## config.mk

```make
export PLATFORM = sky130hd
export DESIGN_NAME = dec_brcnt_unit_flat
export DESIGN_NICKNAME = d
export VERILOG_FILES = /design/src/rtl/dec_brcnt_unit_if.sv /design/src/rtl/dec_brcnt_unit.sv /design/src/flat_wrapper.sv
export SDC_FILE = /design/constraint.sdc
export NUM_CORES = 1
export LEC_CHECK = 0
export ABC_AREA = 1
export BUFFER_PORTS_ARGS = -buffer_cell sky130_fd_sc_hd__buf_2
export CAP_MARGIN = 20
export CELL_PAD_IN_SITES_DETAIL_PLACEMENT = 1
export CELL_PAD_IN_SITES_GLOBAL_PLACEMENT = 1
export CORE_MARGIN = 5
export CORE_UTILIZATION = 27
export DETAILED_ROUTE_END_ITERATION = 8
export GPL_ROUTABILITY_DRIVEN = 1
export PLACE_DENSITY_LB_ADDON = 0.1
export SYNTH_ARGS = -nofsm -noshare
export SYNTH_HDL_FRONTEND = slang
export SYNTH_SLANG_ARGS = --single-unit
```

## constraint.sdc

```tcl
create_clock -name clk -period 2.7 [get_ports clk]
set_input_delay 0.135 -clock clk [delete_from_list [all_inputs] [get_ports clk]]
set_output_delay 0.135 -clock clk [all_outputs]
set_load 0.05 [all_outputs]
```

## src/rtl/dec_brcnt_unit_if.sv

```systemverilog
// Command / read-response bundle for the branch counter unit.
// Signals: cmd_valid, cmd_op, cmd_idx, cmd_mode (to unit); rd_valid, rd_data, rd_err (from unit).
interface dec_brcnt_unit_if #(
    parameter int IDXW      = 2,
    parameter int CNT_WIDTH = 32
);
    logic                 cmd_valid;
    logic [2:0]           cmd_op;
    logic [IDXW-1:0]      cmd_idx;
    logic [1:0]           cmd_mode;
    logic                 rd_valid;
    logic [CNT_WIDTH-1:0] rd_data;
    logic                 rd_err;

    modport master (
        output cmd_valid, cmd_op, cmd_idx, cmd_mode,
        input  rd_valid, rd_data, rd_err
    );

    modport slave (
        input  cmd_valid, cmd_op, cmd_idx, cmd_mode,
        output rd_valid, rd_data, rd_err
    );
endinterface

```

## src/rtl/dec_brcnt_unit.sv

```systemverilog
// Branch event counters fed by two commit pipes, controlled through a command port.
// Ports: clk, rst_l, freeze, i0/i1 branch valid/taken/misp, bus (cmd/rd), running, ovf.
// Define RV_BRCNT_SAT_EN to saturate on overflow instead of wrapping.
module dec_brcnt_unit #(
    parameter int NUM_CNT   = 4,
    parameter int CNT_WIDTH = 32,
    localparam int IDXW     = (NUM_CNT > 1) ? $clog2(NUM_CNT) : 1
) (
    input  logic               clk,
    input  logic               rst_l,
    input  logic               freeze,
    input  logic               i0_br_valid,
    input  logic               i0_br_taken,
    input  logic               i0_br_misp,
    input  logic               i1_br_valid,
    input  logic               i1_br_taken,
    input  logic               i1_br_misp,
    dec_brcnt_unit_if.slave    bus,
    output logic [NUM_CNT-1:0] running,
    output logic [NUM_CNT-1:0] ovf
);

    typedef enum logic [2:0] {
        OP_NOP, OP_RESET, OP_START, OP_STOP,
        OP_READ, OP_SETMODE, OP_START_ALL, OP_STOP_ALL
    } op_e;

    typedef enum logic {IDLE, RUN} run_e;

    run_e                 st_q   [NUM_CNT];
    logic [1:0]           mode_q [NUM_CNT];
    logic [CNT_WIDTH-1:0] cnt_q  [NUM_CNT];
    logic [NUM_CNT-1:0]   ovf_q;

    logic                 rd_valid_q;
    logic [CNT_WIDTH-1:0] rd_data_q;
    logic                 rd_err_q;

    op_e                  op;
    logic                 idx_ok;
    logic [NUM_CNT-1:0]   sel;
    logic [NUM_CNT-1:0]   carry;
    logic [CNT_WIDTH-1:0] nxt    [NUM_CNT];
    logic [CNT_WIDTH-1:0] rd_cnt;

    function automatic logic hit(input logic [1:0] m, input logic v,
                                 input logic t, input logic mp);
        logic r;
        unique case (m)
            2'd0:    r = v;
            2'd1:    r = v & t;
            2'd2:    r = v & ~t;
            default: r = v & mp;
        endcase
        return r;
    endfunction

    assign op     = op_e'(bus.cmd_op);
    assign idx_ok = {{(32-IDXW){1'b0}}, bus.cmd_idx} < 32'(NUM_CNT);

    always_comb begin
        logic [1:0]         inc;
        logic [CNT_WIDTH:0] sum;
        rd_cnt = '0;
        for (int i = 0; i < NUM_CNT; i++) begin
            sel[i] = bus.cmd_valid && idx_ok && (bus.cmd_idx == IDXW'(i));
            if (bus.cmd_idx == IDXW'(i)) rd_cnt = cnt_q[i];
            // Qualify with the run state held before this cycle's command
            inc = 2'd0;
            if (st_q[i] == RUN && !freeze) begin
                inc = {1'b0, hit(mode_q[i], i0_br_valid, i0_br_taken, i0_br_misp)}
                    + {1'b0, hit(mode_q[i], i1_br_valid, i1_br_taken, i1_br_misp)};
            end
            sum      = {1'b0, cnt_q[i]} + (CNT_WIDTH+1)'(inc);
            carry[i] = sum[CNT_WIDTH];
`ifdef RV_BRCNT_SAT_EN
            nxt[i]   = sum[CNT_WIDTH] ? '1 : sum[CNT_WIDTH-1:0];
`else
            nxt[i]   = sum[CNT_WIDTH-1:0];
`endif
        end
    end

    always_ff @(posedge clk or negedge rst_l) begin
        if (!rst_l) begin
            for (int i = 0; i < NUM_CNT; i++) begin
                st_q[i]   <= IDLE;
                mode_q[i] <= 2'd0;
                cnt_q[i]  <= '0;
            end
            ovf_q      <= '0;
            rd_valid_q <= 1'b0;
            rd_data_q  <= '0;
            rd_err_q   <= 1'b0;
        end else begin
            for (int i = 0; i < NUM_CNT; i++) begin
                if (sel[i] && op == OP_RESET) begin
                    cnt_q[i] <= '0;
                    ovf_q[i] <= 1'b0;
                end else begin
                    cnt_q[i] <= nxt[i];
                    if (carry[i]) ovf_q[i] <= 1'b1;
                end
                if ((bus.cmd_valid && op == OP_START_ALL) ||
                    (sel[i] && op == OP_START)) begin
                    st_q[i] <= RUN;
                end else if ((bus.cmd_valid && op == OP_STOP_ALL) ||
                             (sel[i] && op == OP_STOP)) begin
                    st_q[i] <= IDLE;
                end
                if (sel[i] && op == OP_SETMODE) mode_q[i] <= bus.cmd_mode;
            end
            rd_valid_q <= bus.cmd_valid && op == OP_READ;
            if (bus.cmd_valid && op == OP_READ) begin
                rd_data_q <= idx_ok ? rd_cnt : '0;
                rd_err_q  <= !idx_ok;
            end
        end
    end

    always_comb begin
        for (int i = 0; i < NUM_CNT; i++) running[i] = (st_q[i] == RUN);
    end

    assign ovf          = ovf_q;
    assign bus.rd_valid = rd_valid_q;
    assign bus.rd_data  = rd_data_q;
    assign bus.rd_err   = rd_err_q;

endmodule
```

## src/flat_wrapper.sv

```systemverilog
// flat-port wrapper written by rule: the top's interface ports become plain ports
module dec_brcnt_unit_flat 
#(
    parameter int NUM_CNT   = 4,
    parameter int CNT_WIDTH = 32,
    localparam int IDXW     = (NUM_CNT > 1) ? $clog2(NUM_CNT) : 1
)
  (clk, rst_l, freeze, i0_br_valid, i0_br_taken, i0_br_misp, i1_br_valid, i1_br_taken, i1_br_misp, running, ovf, bus_cmd_valid, bus_cmd_op, bus_cmd_idx, bus_cmd_mode, bus_rd_valid, bus_rd_data, bus_rd_err);
  dec_brcnt_unit_if #(.CNT_WIDTH(CNT_WIDTH)) bus_i ();
  input  logic clk;
  input  logic rst_l;
  input  logic freeze;
  input  logic i0_br_valid;
  input  logic i0_br_taken;
  input  logic i0_br_misp;
  input  logic i1_br_valid;
  input  logic i1_br_taken;
  input  logic i1_br_misp;
  output logic [NUM_CNT-1:0] running;
  output logic [NUM_CNT-1:0] ovf;
  input wire logic [$bits(bus_i.cmd_valid)-1:0] bus_cmd_valid;
  input wire logic [$bits(bus_i.cmd_op)-1:0] bus_cmd_op;
  input wire logic [$bits(bus_i.cmd_idx)-1:0] bus_cmd_idx;
  input wire logic [$bits(bus_i.cmd_mode)-1:0] bus_cmd_mode;
  output wire logic [$bits(bus_i.rd_valid)-1:0] bus_rd_valid;
  output wire logic [$bits(bus_i.rd_data)-1:0] bus_rd_data;
  output wire logic [$bits(bus_i.rd_err)-1:0] bus_rd_err;
  assign bus_i.cmd_valid = bus_cmd_valid;
  assign bus_i.cmd_op = bus_cmd_op;
  assign bus_i.cmd_idx = bus_cmd_idx;
  assign bus_i.cmd_mode = bus_cmd_mode;
  assign bus_rd_valid = bus_i.rd_valid;
  assign bus_rd_data = bus_i.rd_data;
  assign bus_rd_err = bus_i.rd_err;
  dec_brcnt_unit #(.NUM_CNT(NUM_CNT), .CNT_WIDTH(CNT_WIDTH)) u_core (.clk(clk), .rst_l(rst_l), .freeze(freeze), .i0_br_valid(i0_br_valid), .i0_br_taken(i0_br_taken), .i0_br_misp(i0_br_misp), .i1_br_valid(i1_br_valid), .i1_br_taken(i1_br_taken), .i1_br_misp(i1_br_misp), .bus(bus_i), .running(running), .ovf(ovf));
endmodule
```

==> results.md <==
### Outcome
* result of the run: complete, no violations

### Floorplan
* floorplan row count: 71
* width of the chip: 206 µm
* Die Footprint: 0.0425 mm²
* placeable core region: 0.0378 mm²
* Initial Util: 0.274
* die height: 206 µm
* number of top-level pins: 59

### STA
* Period Utilization, post-route: 0.942
* time the final worst path needs with I/O delays and setup: 2.54 ns
* actual slew at the worst max-slew pin: 0.756 ns
* least setup slack across all paths after layout: 0.156 ns
* maximum achievable frequency: 0.393 GHz
* final number of setup-violating endpoints: 0
* Final Hold Violating Endpoints: 0
* final count of pins violating max slew: 0
* worst-case headroom to the max-slew limit: 0.496
* worst-case clock skew: 0.0177 ns

### Worst setup path
* arrival time of the worst setup path: 2.88 ns
* slowest cell delay on critical path: 0.41 ns
* worst r2r path cells: 15
* critical path's top delay family: adder cells
* startpoint class of the critical path: flip-flop
* largest fanout on the critical path: 4
* cell type with the highest occurrence count on the critical path: sky130_fd_sc_hd__nand2_1
* critical path type: flip-flop to flip-flop
* sort of element at the end of the critical path: flip-flop
* startpoint of the most critical setup path: u_core.mode_q[5]$_DFFE_PN0P_
* buffering stage count on the worst path with inverters included: 2
* worst-path cell with the longest stage delay: sky130_fd_sc_hd__dfrtp_1
* crit-path cells: nand2_1 -> o221ai_1 -> ha_1 -> nor3b_2 -> ha_2 -> fa_2 -> nand2_1 -> inv_1 -> nand2_1 -> nor2_1 -> buf_4 -> nand2_1 -> nand2_1 -> nand2_1 -> nor2_1
* reg-to-reg startpoint: u_core.mode_q[5]$_DFFE_PN0P_
* WP data required: 3.03 ns
* count of cell instances traversed by the critical path: 15

### Power
* Sw Share: 0.404
* internal cell power: 0.00496 W
* share of power burned in registers: 0.451
* Logic pwr share: 0.255
* Clk pwr share: 0.294
* net load switching power: 0.00336 W
* total power of the final layout: 0.00832 W
* power per cell area: 683 mW/mm²
* reported leakage power: 5.72 nW
* maximum resistive drop on vdd: 0.327 mV

### Synthesis
* compound-cell area share of the yosys netlist: 0.102
* basic-gate share of the synthesized area counting and, or, nand and nor cells: 0.356
* count of mapped cells out of synthesis: 1543
* number of distinct library cells after synthesis: 30
* Yosys warnings: 0
* largest cells by area after synthesis: sky130_fd_sc_hd__dfrtp_1 (43%), sky130_fd_sc_hd__nand2_1 (18%), sky130_fd_sc_hd__nor2_1 (13%)
* largest family of logic cells by synthesized area: simple AND/OR/NAND/NOR gates
* net count of the mapped netlist: 1576
* multiplexer fraction of the synthesized cell area: 0
* Synth Cell Area: 0.0104 mm²
* area leader, netlist: sky130_fd_sc_hd__dfrtp_1
* synthesized-area fraction occupied by adder cells: 0.0222
* top cell type's share of synthesized area: 0.427
* number of synthesized register bits: 177
* xor/xnor cell area share of the yosys netlist: 0.0186
* Avg Synthesized Cell Area: 6.72 µm²
* share of the yosys chip area belonging to registers: 0.427

### CTS
* number of buffers between clock root and the deepest sink: 2
* # clock sinks: 177
* Worst-Skew Late Latency: 0.46 ns
* post-CTS clock slew at the launch and capture registers of the worst setup and hold paths: 0.07 ns
* clk root buf: sky130_fd_sc_hd__clkbuf_16
* clock tree from TritonCTS: built
* total CTS buffers: 17
* H-Tree Depth: 4

### Place
* final weighted congestion of routability-driven global placement: 0.845
* worst-case setup slack after placement: 0.00311 ns
* Final HPWL DP: 32400 µm
* number of buffer cells added on primary ports: 57

### GRT
* antenna violations before repair: 0
* maximum number of pins on one net before global-route repair: 79
* GR Util All Layers: 0.200
* total overflow reported by the global router: 0
* wire length of the first global-routing pass: 64300 µm
* via count of the first global-routing pass: 10555

### Routing
* detailed-route DRC error count: 0
* Iter 0 DRT Violations: 506
* number of iterations in the first detailed-routing pass: 5
* total length of routed wires: 41100 µm
* Post-DRT Antenna Nets: 0
* number of vias per cell: 4.65
* Routed wire per std cell: 19.0 µm
* count of vias placed by the detailed router: 10055

### Finish
* leading cell type in the layout, fill and taps excluded: sky130_fd_sc_hd__nand2_1
* growth of design area from synthesis to finish: 17.3%
* top library cells by usage in the layout, fill and taps aside: sky130_fd_sc_hd__nand2_1 (503), sky130_fd_sc_hd__nor2_1 (334), sky130_fd_sc_hd__dfrtp_1 (177)
* fraction of final layout cells sized beyond drive strength 1: 0.108
* number of diodes: 0
* final-stage net count: 1671

### Run
* max capacitance violation total: 0

### Worst hold path
* cell count of the worst hold path: 4
* Min-Delay Startpoint: bus_cmd_op[0]
* worst min-delay path class: primary input to flip-flop

## cells by family after synthesis
group                    Yosys count
XOR/XNOR                          22
flip-flops                       177
other                              1
AO/OA/AOI/OAI                    195
AND/OR/NAND/NOR                  943
buffers and inverters            189
adder cells (fa/ha/maj)           16
## synthesized netlist by cell type, drive strengths merged
cell and number:
conb 1, ha 12, o21ai 72, fa 4, o22ai 16, inv 160
a41oi 5, nor3 4, a2bb2oi 2, xnor2 9, a21oi 90, clkbuf 4
xor2 13, buf 25, o221ai 9, nand3 67, nand2 512, o211ai 1
dfrtp 177, nand3b 2, nor3b 8, nor2 350
## metrics by stage
step                 util  hold WS (ns)  instances  setup TNS, ns  instance area [µm²]
finish              0.322        0.0642       2162              0                12200
global route        0.322        0.0846       2162        -0.0142                12200
CTS                 0.319        0.0438       2161       -0.00384                12100
detailed placement  0.304         0.254       2126              0                11500
global placement    0.304         0.253       2126              0                11500
floorplan               -        -0.161       1543              0                10400
## tightest hold or removal path, delay by kind of cell
kind,cells,cell delay (ns)
AO/OA/AOI/OAI,2,0.14
buffers and inverters,1,0.11
AND/OR/NAND/NOR,1,0.08
## state kept, by name (all words and copies together), names as in the netlist
register,flops
u_core.ovf,4
u_core.cnt_q,128
u_core.bus.rd_data,32
u_core.bus.rd_valid,1
u_core.mode_q,8
u_core.running,4
## path summary, 6_finish.rpt
kind                            slack [ns]                                 end
worst max-delay path                  0.16          u_core.cnt_q[92]$_DFF_PN0_
worst min-delay path                  0.06       u_core.running[0]$_DFFE_PN0P_
worst max register to register        0.16          u_core.cnt_q[92]$_DFF_PN0_
worst min register to register        0.48  u_core.bus.rd_data[22]$_DFFE_PN0P_
max in group asynchronous             1.54         u_core.cnt_q[127]$_DFF_PN0_
min in group asynchronous             0.29        u_core.mode_q[2]$_DFFE_PN0P_
## power groups by stage
stage          Sequential (W)  Clock, W  Combinational (W)
6_report              0.00375   0.00245            0.00212
5_1_grt               0.00384   0.00262            0.00240
4_1_cts               0.00375   0.00253            0.00213
3_5_place_dp          0.00379         0            0.00212
3_3_place_gp          0.00379         0            0.00209
2_1_floorplan         0.00403         0            0.00102
## routing by layer
| metal | part of all wire | track usage |
|---|---|---|
| met5 | 0 | 0 |
| met1 | 0.52 | 0.298 |
| met2 | 0.44 | 0.317 |
| met4 | 0.0080 | 0.0335 |
| met3 | 0.023 | 0.0249 |
## what timing repair did
| action | CTS | global route |
|---|---|---|
| gates resized for setup | 1 | 32 |
| hold buffers | 3 | 0 |
| hold endpoints to repair | 82 | 0 |
| setup buffers | 0 | 1 |
| endpoints found under the setup margin | 3 | 58 |
| pin swaps | 0 | 5 |
## layout make-up
cell class / count / area, µm²
clock inverter: 14 / 109
inverter: 160 / 601
sequential: 177 / 4430
multi-input combinational: 1177 / 5280
fill: 4841 / 25700
clock buffer: 18 / 429
timing repair buffer: 105 / 687
tap: 511 / 639
No activity file was read; power rests on OpenSTA's default activity.
